<file path="src/rtl/wb_burst_master.sv">
// Wishbone burst master: one app command -> one Wishbone cycle.
// Classic single beats, incrementing bursts, stall watchdog.
module wb_burst_master #(
  parameter int APP_AW  = 26,
  parameter int DW      = 32,
  parameter int TIMEOUT = 1023
) (
  input  logic              wb_clk_i,
  input  logic              wb_rst_n,
  input  logic              cmd_valid,
  output logic              cmd_ready,
  input  logic              cmd_we,
  input  logic [APP_AW-1:0] cmd_addr,
  input  logic [3:0]        cmd_len,
  input  logic              wdat_valid,
  output logic              wdat_ready,
  input  logic [DW-1:0]     wdat_data,
  input  logic [DW/8-1:0]   wdat_sel,
  output logic              rdat_valid,
  output logic [DW-1:0]     rdat_data,
  output logic              rdat_last,
  output logic              done,
  output logic              err,
  output logic              busy,
  output logic              wb_cyc_o,
  output logic              wb_stb_o,
  output logic              wb_we_o,
  output logic [APP_AW-1:0] wb_addr_o,
  output logic [DW-1:0]     wb_dat_o,
  output logic [DW/8-1:0]   wb_sel_o,
  output logic [2:0]        wb_cti_o,
  input  logic              wb_ack_i,
  input  logic [DW-1:0]     wb_dat_i
);

  localparam int SW = DW / 8;
  localparam int CW = $clog2(TIMEOUT + 1);

  typedef enum logic [1:0] {
    IDLE = 2'd0,
    XFER = 2'd1,
    FIN  = 2'd2
  } state_t;

  state_t state;
  state_t state_nx;

  logic          single_q;
  logic [3:0]    rem_q;
  logic [4:0]    pend_q;
  logic [SW-1:0] sel_q;
  logic [CW-1:0] wd_cnt;

  logic ack_v;
  logic last_ack;
  logic wd_hit;
  logic wd_abort;
  logic accept;
  logic wr_hs;
  logic beats_left;
  logic in_xfer;

  assign in_xfer    = (state == XFER);
  assign ack_v      = wb_stb_o & wb_ack_i;
  assign last_ack   = ack_v & (rem_q == 4'd0);
  assign wd_hit     = (wd_cnt == CW'(TIMEOUT - 1));
  assign wd_abort   = in_xfer & wb_stb_o & ~wb_ack_i & wd_hit;
  assign accept     = (state == IDLE) & cmd_valid;
  assign beats_left = (pend_q != 5'd0);
  assign wr_hs      = wdat_valid & wdat_ready;

  // state register
  always_ff @(posedge wb_clk_i or negedge wb_rst_n) begin
    if (!wb_rst_n) state <= IDLE;
    else           state <= state_nx;
  end

  // next-state: abort wins over completion
  always_comb begin
    state_nx = state;
    unique case (state)
      IDLE: if (cmd_valid) state_nx = XFER;
      XFER: begin
        if (wd_abort)      state_nx = IDLE;
        else if (last_ack) state_nx = FIN;
      end
      FIN:     state_nx = IDLE;
      default: state_nx = IDLE;
    endcase
  end

  // state-decoded handshake and status outputs
  always_comb begin
    cmd_ready  = 1'b0;
    busy       = 1'b1;
    done       = 1'b0;
    wdat_ready = 1'b0;
    unique case (state)
      IDLE: begin
        cmd_ready = 1'b1;
        busy      = 1'b0;
      end
      XFER: begin
        wdat_ready = wb_we_o & (~wb_stb_o | wb_ack_i)
                   & beats_left;
      end
      FIN:     done = 1'b1;
      default: busy = 1'b0;
    endcase
  end

  // cti and sel are idle-zero; cti follows beats remaining
  always_comb begin
    wb_cti_o = 3'b000;
    wb_sel_o = '0;
    if (wb_cyc_o) begin
      unique case (1'b1)
        single_q:          wb_cti_o = 3'b000;
        (rem_q != 4'd0):   wb_cti_o = 3'b010;
        default:           wb_cti_o = 3'b111;
      endcase
      wb_sel_o = wb_we_o ? sel_q : {SW{1'b1}};
    end
  end

  // bus datapath: command latch, beat stepping, read capture
  always_ff @(posedge wb_clk_i or negedge wb_rst_n) begin
    if (!wb_rst_n) begin
      wb_cyc_o   <= 1'b0;
      wb_stb_o   <= 1'b0;
      wb_we_o    <= 1'b0;
      wb_addr_o  <= '0;
      wb_dat_o   <= '0;
      sel_q      <= '0;
      single_q   <= 1'b0;
      rem_q      <= '0;
      pend_q     <= '0;
      rdat_valid <= 1'b0;
      rdat_data  <= '0;
      rdat_last  <= 1'b0;
      err        <= 1'b0;
    end else begin
      rdat_valid <= 1'b0;
      rdat_last  <= 1'b0;
      err        <= wd_abort;
      if (accept) begin
        wb_we_o   <= cmd_we;
        wb_addr_o <= {cmd_addr[APP_AW-1:2], 2'b00};
        rem_q     <= cmd_len;
        pend_q    <= {1'b0, cmd_len} + 5'd1;
        single_q  <= (cmd_len == 4'd0);
        wb_cyc_o  <= 1'b1;
        wb_stb_o  <= ~cmd_we;
      end
      if (in_xfer) begin
        if (wd_abort) begin
          wb_cyc_o <= 1'b0;
          wb_stb_o <= 1'b0;
        end else begin
          if (ack_v) begin
            wb_addr_o <= wb_addr_o + APP_AW'(4);
            rem_q     <= rem_q - 4'd1;
            if (!wb_we_o) begin
              rdat_valid <= 1'b1;
              rdat_data  <= wb_dat_i;
              rdat_last  <= (rem_q == 4'd0);
            end
          end
          if (last_ack) begin
            wb_cyc_o <= 1'b0;
            wb_stb_o <= 1'b0;
          end else if (wr_hs) begin
            wb_dat_o <= wdat_data;
            sel_q    <= wdat_sel;
            wb_stb_o <= 1'b1;
            pend_q   <= pend_q - 5'd1;
          end else if (ack_v && wb_we_o) begin
            wb_stb_o <= 1'b0;
          end
        end
      end
    end
  end

  // watchdog: consecutive strobed cycles without ack
  always_ff @(posedge wb_clk_i or negedge wb_rst_n) begin
    if (!wb_rst_n) begin
      wd_cnt <= '0;
    end else if (in_xfer && wb_stb_o && !wb_ack_i
                 && !wd_abort) begin
      wd_cnt <= wd_cnt + CW'(1);
    end else begin
      wd_cnt <= '0;
    end
  end

endmodule

</file>
<file path="config.mk">
export PLATFORM = sky130hd
export DESIGN_NAME = wb_burst_master
export DESIGN_NICKNAME = d
export VERILOG_FILES = /design/src/rtl/wb_burst_master.sv
export SDC_FILE = /design/constraint.sdc
export NUM_CORES = 1
export LEC_CHECK = 0
export BUFFER_PORTS_ARGS = -buffer_cell sky130_fd_sc_hd__buf_2
export CORE_MARGIN = 5
export CORE_UTILIZATION = 49
export DETAILED_ROUTE_END_ITERATION = 7
export PLACE_DENSITY = 0.83
export SETUP_SLACK_MARGIN = 0.02
export SYNTH_ARGS = -nofsm -noshare
export SYNTH_HDL_FRONTEND = slang
export SYNTH_SLANG_ARGS = --single-unit
export TNS_END_PERCENT = 30
</file>
<file path="constraint.sdc">
create_clock -name wb_clk_i -period 2.97 [get_ports wb_clk_i]
set_clock_uncertainty 0.2 [all_clocks]
set_input_delay 0.4455 -clock wb_clk_i [delete_from_list [all_inputs] [get_ports wb_clk_i]]
set_output_delay 0.4455 -clock wb_clk_i [all_outputs]
set_load 0.05 [all_outputs]
</file>
==> out/qor.yml <==
cells_and_area:
  diodes: 0
  final_util: 0.6573
  nets: 813
  drive_gt1_frac: 0.4113
  area.growth.synth_to_final_pct: 33.11
  nFillCells: 844
clock_tree:
  clk-insertion-delay-late_ps: 410
  clockBufferDepth: 2
  ctsHtreeMaxLevel: 4
  cts.sinks: 122
  clk_pin_slew_worst_paths_ps: 50
  cts_buffers: 17
  cts_setup_buffers: 0
  cts_tree: "done"
  post_cts_resized: 0
  hold_buffers: 1
  clockRootBuffer: "clkbuf_16"
critical_path:
  cp_max_fo: 4
  cp-startpoint: "rem_q[0]"
  reg2reg_setup_slack_ps: 450
  start_kind: "flop"
  arrival_ps: 2190
  end_kind: "output pin"
  r2r-start: "state[1]"
  cp.required_ps: 2320
  crit_type: "reg -> out"
grt:
  grt_max_degree: 61
  track_usage: 0.2097
  overflow: 0
  grt_pass1_wl_mm: 22.03
  antenna_found_initial: 0
  grt_pass1_vias: 4504
run:
  cap_violations: 0
die:
  die_w_um: 116.6
  core-area_mm2: 0.01127
  io_pins: 211
  die_h_um: 116.6
  start_util: 0.4938
  dieArea_mm2: 0.01359
  placementRows: 39
place:
  place_congestion: 0.8381
  io_buffers: 208
  hpwl_mm: 10.43
routing:
  wl_per_cell_um: 16.75
  num_vias: 4685
  antenna_left: 0
  drcViolationCount: 0
  drtIter0Drc: 459
  routed_via_density: 5.492
  drt_pass1_iterations: 6
  totalWireLength_mm: 14.29
sta:
  finalSetupTns_ps: 0
  whs_ps: 43.77
  min_period_ps: 2831
  clock.fmax_mhz: 353.3
  setup_viol: 0
  worst_pin_slew_ps: 794.0
  finalMaxSlewViolations: 0
  hold_viol_final: 0
  relSlewSlack: 0.4707
  rsz0062_at_grt: "false"
  fin_crit_sh: 0.9530
synthesis:
  synth_nets: 601
  synth_edf_count: 0
  synthArstFlopShare: 1.000
  synth_fa_ha_area_frac: 0.02472
  synth.distinct_cells: 50
  synth_cells: 486
  synth_compound_area_frac: 0.1047
  synthMuxAreaShare: 0.1407
  postSynthAreaPerCell_um2: 11.45
  synth-seq-cells: 122
  synth_warnings: 0
  yosys.area_share.simple: 0.1328
  netlist_area_mm2: 0.005567
  yosysSeqAreaShare: 0.5484
  synthFlopType: "dfrtp_1"
  synth-xor-area-share: 0.01573
  synth_top_family_by_area: "multiplexers"
power_and_ir_drop:
  p_int_mw: 4.821
  power_per_cell_area_mw_per_mm2: 1251
  netSwitchingFraction: 0.4801
  comb_power_share: 0.478
  pwr-share-seq: 0.300
  p_leak_nw: 3.663
  ir_worst_vdd_mv: 1.021
  clkPwrFrac: 0.223
  p_switching_mw: 4.452
run_status:
  outcome: "finished clean"
hold_path:
  hold_start: "cmd_addr[24]"
  min_path_type: "in -> reg"
## path summary, 6_finish.rpt
path                                  to  cells after the start
max in group asynchronous  rdat_data[27]                      3
min in group asynchronous      pend_q[2]                      2
hold reg to reg              wb_dat_o[7]                      1
setup / recovery             wb_cti_o[2]                      5
setup reg to reg           wb_addr_o[22]                      7
hold / removal             wb_addr_o[24]                      3
## kinds of logic after synthesis
group                    after synthesis
AND/OR/NAND/NOR                      146
flip-flops                           122
AO/OA/AOI/OAI                         84
multiplexers                          70
buffers and inverters                 43
adder cells (fa/ha/maj)               11
XOR/XNOR                              10
## final cells by class
| type | instances | area [µm²] | share of cell area |
|---|---|---|---|
| flip-flops and latches | 122 | 3053 | 0.4120 |
| multi-input cells | 321 | 2345 | 0.3164 |
| repair buffers | 218 | 1171 | 0.1581 |
| clock buffers | 20 | 446.7 | 0.06028 |
| well taps | 143 | 178.9 | 0.02415 |
| clock inverters | 11 | 147.6 | 0.01993 |
| inverters | 18 | 67.56 | 0.009119 |
## metrics by stage
stage | power [mW] | worst slack, ps | area (µm²) | cells
2_1_floorplan | 6.090 | 247.6 | 5572 | 486
4_1_cts | 9.333 | 135.5 | 7410 | 853
3_3_place_gp | 7.085 | 578.4 | 6805 | 821
6_report | 9.273 | 139.5 | 7410 | 853
5_1_grt | 9.731 | 58.28 | 7410 | 853
3_5_place_dp | 7.224 | 508.3 | 6805 | 821
## worst max-delay path: stages (launching register included)
cell and delay [ps]:
dfrtp_1 410, inv_1 70, ha_1 200, or3b_1 430, nor3b_2 320, buf_2 340
## registers in the layout, indices dropped and copies added (netlist names), 2 cells and up
register,count
wb_addr_o,26
wb_dat_o,32
wd_cnt,10
rem_q,4
rdat_data,32
pend_q,5
state,2
sel_q,4
## placed cells by master, fill, tap and decap left out, drive strengths merged, types with 5 or more instances in the layout
cell type	netlist	layout
nor2	44	44
ha	11	11
nand3	18	18
buf	13	217
a21oi	11	11
a211oi	10	10
nor3	9	9
mux2	66	66
dfrtp	122	122
o21ai	24	24
xnor2	6	6
a311oi	10	10
and3	18	18
o22ai	5	5
inv	18	18
clkbuf	12	20
nand2	32	32
a21boi	5	5
## per-layer routing
layer  part of all wire  global-route usage
met1               0.39              0.2540
met2               0.52              0.3478
met3              0.071             0.06373
met4              0.028             0.09098
met5                  0                   0
## power by group through the flow
stage / registers, mW / clock network (mW) / logic, mW
after floorplan: 4.56 / 0 / 1.53
after global placement: 2.74 / 0 / 4.35
after detailed placement: 2.79 / 0 / 4.44
after CTS: 2.77 / 2.11 / 4.46
after global routing: 2.86 / 2.19 / 4.68
final: 2.78 / 2.06 / 4.43
## synthesized netlist by cell type (2+ instances only)
| cell type | instances | area [µm²] |
|---|---|---|
| a21boi_0 | 5 | 37.54 |
| a21oi_1 | 11 | 55.05 |
| a22o_1 | 3 | 26.28 |
| o31ai_1 | 2 | 15.01 |
| and3_1 | 18 | 112.6 |
| buf_4 | 2 | 15.01 |
| o21ai_1 | 5 | 25.02 |
| clkbuf_1 | 12 | 45.04 |
| nor2b_1 | 2 | 12.51 |
| nor4_1 | 2 | 12.51 |
| o21ai_0 | 19 | 95.09 |
| dfrtp_1 | 122 | 3053 |
| xnor2_1 | 6 | 52.55 |
| mux2i_1 | 4 | 40.04 |
| nor2_1 | 43 | 161.4 |
| nand2_1 | 32 | 120.1 |
| ha_1 | 11 | 137.6 |
| mux2_1 | 32 | 360.4 |
| xor2_1 | 4 | 35.03 |
| nand3_1 | 17 | 85.08 |
| a311oi_1 | 10 | 87.58 |
| a211oi_1 | 10 | 75.07 |
| nand2b_1 | 2 | 12.51 |
| nand4_1 | 4 | 25.02 |
| o221a_2 | 3 | 33.78 |
| a221o_1 | 2 | 20.02 |
| buf_2 | 11 | 55.05 |
| inv_1 | 18 | 67.56 |
| and2_1 | 4 | 25.02 |
| nor3b_1 | 3 | 22.52 |
| o22ai_1 | 5 | 31.28 |
| a221oi_2 | 2 | 30.03 |
| a31oi_1 | 3 | 18.77 |
| nor3_1 | 8 | 40.04 |
| mux2_2 | 34 | 382.9 |
Note: power is estimated with default switching activity, not from simulation.
